`src/rtl/fifo_pkg.sv`:
```
// Shared constants and elaboration helpers for the parametrised FIFO family.
package fifo_pkg;

  localparam int DEF_DATA_W = 16;
  localparam int DEF_DEPTH  = 8;

  function automatic int fifo_clog2(input int value);
    int result;
    result = 0;
    while ((1 << result) < value) result++;
    return result;
  endfunction

  // Depth must be a power of two >= 2 and the almost-thresholds must be ordered.
  function automatic bit fifo_params_ok(input int depth, input int afull, input int aempty);
    return (depth >= 2) && ((depth & (depth - 1)) == 0) &&
           (aempty < afull) && (afull <= depth);
  endfunction

endpackage

```
`src/rtl/fifo_mem.sv`:
```
// DEPTH x DATA_W simple dual-port RAM: synchronous write, registered read-before-write read.
module fifo_mem
  import fifo_pkg::*;
#(
  parameter  int DATA_W = DEF_DATA_W,
  parameter  int DEPTH  = DEF_DEPTH,
  localparam int ADDR_W = fifo_clog2(DEPTH)
) (
  input  logic              clk,
  input  logic              reset,
  input  logic              we_i,
  input  logic [ADDR_W-1:0] waddr_i,
  input  logic [DATA_W-1:0] wdata_i,
  input  logic              re_i,
  input  logic [ADDR_W-1:0] raddr_i,
  output logic [DATA_W-1:0] rdata_o
);

  logic [DATA_W-1:0] mem_q [DEPTH];
  logic [DATA_W-1:0] rdata_q;

  // NOTE: the storage array is deliberately left out of reset so it can map onto RAM macros.
  always_ff @(posedge clk) begin
    if (we_i) mem_q[waddr_i] <= wdata_i;
  end

  // NOTE: non-blocking updates mean a same-address read sees the pre-edge word (read-before-write).
  always_ff @(posedge clk) begin
    if (reset)     rdata_q <= '0;
    else if (re_i) rdata_q <= mem_q[raddr_i];
  end

  assign rdata_o = rdata_q;

endmodule

```
`src/rtl/fifo_ram_param.sv`:
```
// Parametrised single-clock FIFO: pointers, occupancy count, status flags and error pulses.
module fifo_ram_param
  import fifo_pkg::*;
#(
  parameter  int DATA_W        = DEF_DATA_W,
  parameter  int DEPTH         = DEF_DEPTH,
  parameter  int AFULL_THRESH  = DEPTH - 1,
  parameter  int AEMPTY_THRESH = 1,
  localparam int ADDR_W        = fifo_clog2(DEPTH)
) (
  input  logic              clk,
  input  logic              reset,
  input  logic              write,
  input  logic              read,
  input  logic [DATA_W-1:0] dataIn,
  output logic [DATA_W-1:0] dataOut,
  output logic              full,
  output logic              empty,
  output logic              almost_full,
  output logic              almost_empty,
  output logic [ADDR_W:0]   count,
  output logic              overflow,
  output logic              underflow
);

  localparam int CNT_W = ADDR_W + 1;

  if (!fifo_params_ok(DEPTH, AFULL_THRESH, AEMPTY_THRESH)) begin : g_param_check
    $error("fifo_ram_param: illegal DEPTH or almost-threshold parameters");
  end

  logic [ADDR_W-1:0] wr_ptr_q, wr_ptr_d;
  logic [ADDR_W-1:0] rd_ptr_q, rd_ptr_d;
  logic [CNT_W-1:0]  count_q, count_d;
  logic              overflow_q, overflow_d;
  logic              underflow_q, underflow_d;
  logic              wr_en, rd_en;

  // NOTE: every combinational output gets a default first, so no path can infer a latch.
  always_comb begin
    wr_en       = write & (~full | read);
    rd_en       = read & ~empty;
    wr_ptr_d    = wr_ptr_q;
    rd_ptr_d    = rd_ptr_q;
    if (wr_en) wr_ptr_d = wr_ptr_q + ADDR_W'(1);
    if (rd_en) rd_ptr_d = rd_ptr_q + ADDR_W'(1);
    count_d     = count_q + CNT_W'(wr_en) - CNT_W'(rd_en);
    overflow_d  = write & full & ~read;
    underflow_d = read & empty;
  end

  always_ff @(posedge clk) begin
    if (reset) begin
      wr_ptr_q    <= '0;
      rd_ptr_q    <= '0;
      count_q     <= '0;
      overflow_q  <= 1'b0;
      underflow_q <= 1'b0;
    end else begin
      wr_ptr_q    <= wr_ptr_d;
      rd_ptr_q    <= rd_ptr_d;
      count_q     <= count_d;
      overflow_q  <= overflow_d;
      underflow_q <= underflow_d;
    end
  end

  // Flags decode the registered count only, keeping inputs off every output path.
  assign count        = count_q;
  assign full         = (count_q == CNT_W'(DEPTH));
  assign empty        = (count_q == '0);
  assign almost_full  = (count_q >= CNT_W'(AFULL_THRESH));
  assign almost_empty = (count_q <= CNT_W'(AEMPTY_THRESH));
  assign overflow     = overflow_q;
  assign underflow    = underflow_q;

  fifo_mem #(
    .DATA_W (DATA_W),
    .DEPTH  (DEPTH)
  ) u_mem (
    .clk     (clk),
    .reset   (reset),
    .we_i    (wr_en),
    .waddr_i (wr_ptr_q),
    .wdata_i (dataIn),
    .re_i    (rd_en),
    .raddr_i (rd_ptr_q),
    .rdata_o (dataOut)
  );

endmodule

```
`config.mk`:
```
export PLATFORM = sky130hd
export DESIGN_NAME = fifo_ram_param
export DESIGN_NICKNAME = d
export VERILOG_FILES = /design/src/rtl/fifo_pkg.sv /design/src/rtl/fifo_mem.sv /design/src/rtl/fifo_ram_param.sv
export SDC_FILE = /design/constraint.sdc
export NUM_CORES = 1
export LEC_CHECK = 0
export CELL_PAD_IN_SITES_DETAIL_PLACEMENT = 1
export CELL_PAD_IN_SITES_GLOBAL_PLACEMENT = 2
export CORE_UTILIZATION = 30
export DETAILED_ROUTE_END_ITERATION = 10
export GPL_ROUTABILITY_DRIVEN = 0
export PLACE_DENSITY = 0.7
export SKIP_LAST_GASP = 1
export SLEW_MARGIN = 20
export SYNTH_ARGS = -nofsm -noshare
export SYNTH_HDL_FRONTEND = slang
export SYNTH_SLANG_ARGS = --single-unit
export TNS_END_PERCENT = 100
```
`constraint.sdc`:
```
create_clock -name clk -period 3.4 [get_ports clk]
set_clock_uncertainty 0.2 [all_clocks]
set_input_delay 0.68 -clock clk [delete_from_list [all_inputs] [get_ports clk]]
set_output_delay 0.68 -clock clk [all_outputs]
set_load 0.02 [all_outputs]
```
==> reports/qor.yml <==
finish:
  syn2layout_area_growth_pct: 22.9
  fin_nets: 452
  mostFrequentLayoutCells: "edfxtp_1 (128), mux2i_1 (65), clkdlybuf4s50_1 (45)"
  antenna_cells: 0
  drive_above_1_share: 0.125
  fill_cells: 2035
  final_common_cell: "edfxtp_1"
synthesis:
  seq_area_frac_synth: 0.726
  netlist_area_mm2: 0.00607
  synth_edf_count: 128
  syn-num-nets: 390
  ys.flop_type: "edfxtp_1"
  synthArstFlopShare: 0
  syn_inst: 359
  ys_ff_latch: 156
  synth_area_per_cell_um2: 16.9
  synth_cell_types: 35
  ys.warnings.count: 0
timing:
  setup_viol: 0
  max_freq_ghz: 0.316
  maxSlewHeadroom: 0.342
  period_needed_ps: 3170
  finalSetupTns_ps: 0
  tightest_slew_ps: 988
  drv_slew: 0
  final_hold_viol_count: 0
  rsz0062_at_grt: "false"
  setup_ws_ps: 232
  post-route-period-util: 0.932
placement:
  hpwlAfterDp_mm: 7.77
  place_ws_ps: 438
  io_buffer_count: 45
global_routing:
  track_usage: 0.138
  grt_max_degree: 41
  grt_pass1_wl_mm: 20.2
  first_global_vias: 3459
  overflow: 0
  antenna_found_initial: 0
drt:
  via_count: 3360
  vias_per_cell: 4.82
  ant_nets: 0
  drc_errors: 0
  drt_iter0_drc: 154
  wire_per_inst_um: 19.2
  wl_mm: 13.4
  dr.pass1.iters: 4
status:
  status: "finished clean"
clock_tree:
  clock_latency_ps: 410
  post-cts-setup-buffers: 0
  cts.sinks: 156
  hold_buffers: 0
  path_clk_slew_ps: 60
  cts-root-buf: "clkbuf_16"
  cts.path.max_buffers: 2
  h-tree-depth: 4
  numCtsBuffers: 17
  cts_tree: "yes"
  cts_resized: 0
floorplan:
  ios: 46
  fp.dieH_um: 144
  die_w_um: 144
  start_util: 0.309
  core_mm2: 0.0197
  rows: 51
  dieArea_mm2: 0.0208
power_and_ir_drop:
  power.total_uw: 5590
  p_leak_uw: 0.00246
  power_density_mw_per_mm2: 749
  ir_drop_mv: 0.413
critical_path:
  cp.depth: 5
  worstPathCellList: "inv_1 > ha_1 > or3b_1 > inv_2 > clkdlybuf4s50_1"
  cp_top_family: "buffers and inverters"
  setup.worst_path.start_class: "register"
  path_max_fanout: 6
  critPathCaptureType: "primary output"
  crit_buf_inv: 3
  crit_type: "reg2out"
  arrival_ps: 2290
  crit_required_ps: 2520
  cp_slowest_cell: "clkdlybuf4s50_1"
  cpPeakStageDelay_ps: 620
  ff2ff_path_depth: 12
job:
  cap_violations: 0
hold_path:
  whs_path_depth: 1
  hold_class: "reg2reg"
==> Yosys cell counts, types with 2 or more instances <==
| master | instances | area, um2 |
|---|---|---|
| edfxtp_1 | 128 | 3840 |
| mux2i_1 | 65 | 651 |
| a22oi_1 | 32 | 240 |
| dfxtp_1 | 28 | 561 |
| a32o_1 | 16 | 160 |
| nor2_1 | 14 | 52.6 |
| ha_1 | 10 | 125 |
| inv_1 | 8 | 30.0 |
| buf_2 | 7 | 35.0 |
| a21oi_1 | 5 | 25.0 |
| nand2_1 | 5 | 18.8 |
| buf_4 | 4 | 30.0 |
| xor2_1 | 4 | 35.0 |
| buf_6 | 3 | 33.8 |
| clkbuf_1 | 3 | 11.3 |
| nand3_1 | 3 | 15.0 |
| nor2b_1 | 3 | 18.8 |
| nand2b_1 | 2 | 12.5 |
| nor3_1 | 2 | 10.0 |
| o211ai_1 | 2 | 15.0 |
==> registers in the layout, summed over array words and instances, names as in the netlist <==
register / count
rd_ptr_q: 3
u_mem.mem_q: 128
count: 4
wr_ptr_q: 3
u_mem.rdata_o: 16
underflow: 1
overflow: 1
==> kinds of logic after synthesis <==
family	share of synthesized area
compound gates	0.0792
xor+xnor	0.00722
fa+ha+maj	0.0239
buf+inv	0.0258
flops	0.726
mux	0.107
simple gates	0.0307
==> through the flow <==
| stage | hold slack, ps | utilization | cell area (um2) | cells |
|---|---|---|---|---|
| finish | 267 | 0.379 | 7460 | 697 |
| global route | 288 | 0.379 | 7460 | 697 |
| CTS | 275 | 0.379 | 7460 | 697 |
| detailed placement | 261 | 0.349 | 6870 | 667 |
| global placement | 251 | 0.349 | 6870 | 667 |
| floorplan | 262 | - | 6070 | 359 |
==> final cells by class <==
cell class / instances / area, um2 / share of cell area
well taps: 265 / 332 / 0.0445
multi-input cells: 175 / 1520 / 0.203
inverters: 9 / 33.8 / 0.00453
repair buffers: 62 / 578 / 0.0775
clock inverters: 10 / 141 / 0.0190
flip-flops and latches: 156 / 4410 / 0.591
clock buffers: 20 / 447 / 0.0599
==> per-layer routing <==
layer	GRT usage	part of all wire	routed length, um
met2	0.230	0.50	6640
met5	0	0	0
met4	0.0543	0.015	197
met3	0.0358	0.033	443
met1	0.172	0.46	6120
==> final timing paths <==
path / startpoint / to / slack, ps
worst max-delay path: count[2] / empty / 230
worst min register to register: u_mem.rdata_o[0] / u_mem.rdata_o[0] / 270
worst min-delay path: u_mem.rdata_o[0] / u_mem.rdata_o[0] / 270
worst max register to register: count[2] / count[2] / 560
==> where the power goes <==
group          leakage [uW]  total [uW]  internal (uW)  switching [uW]
Combinational      0.000783        1290            629             663
Sequential          0.00139        2420           2230             193
Clock              0.000282        1870           1170             708
Total               0.00246        5590           4020            1560
Power figures use the tool's default switching activity.
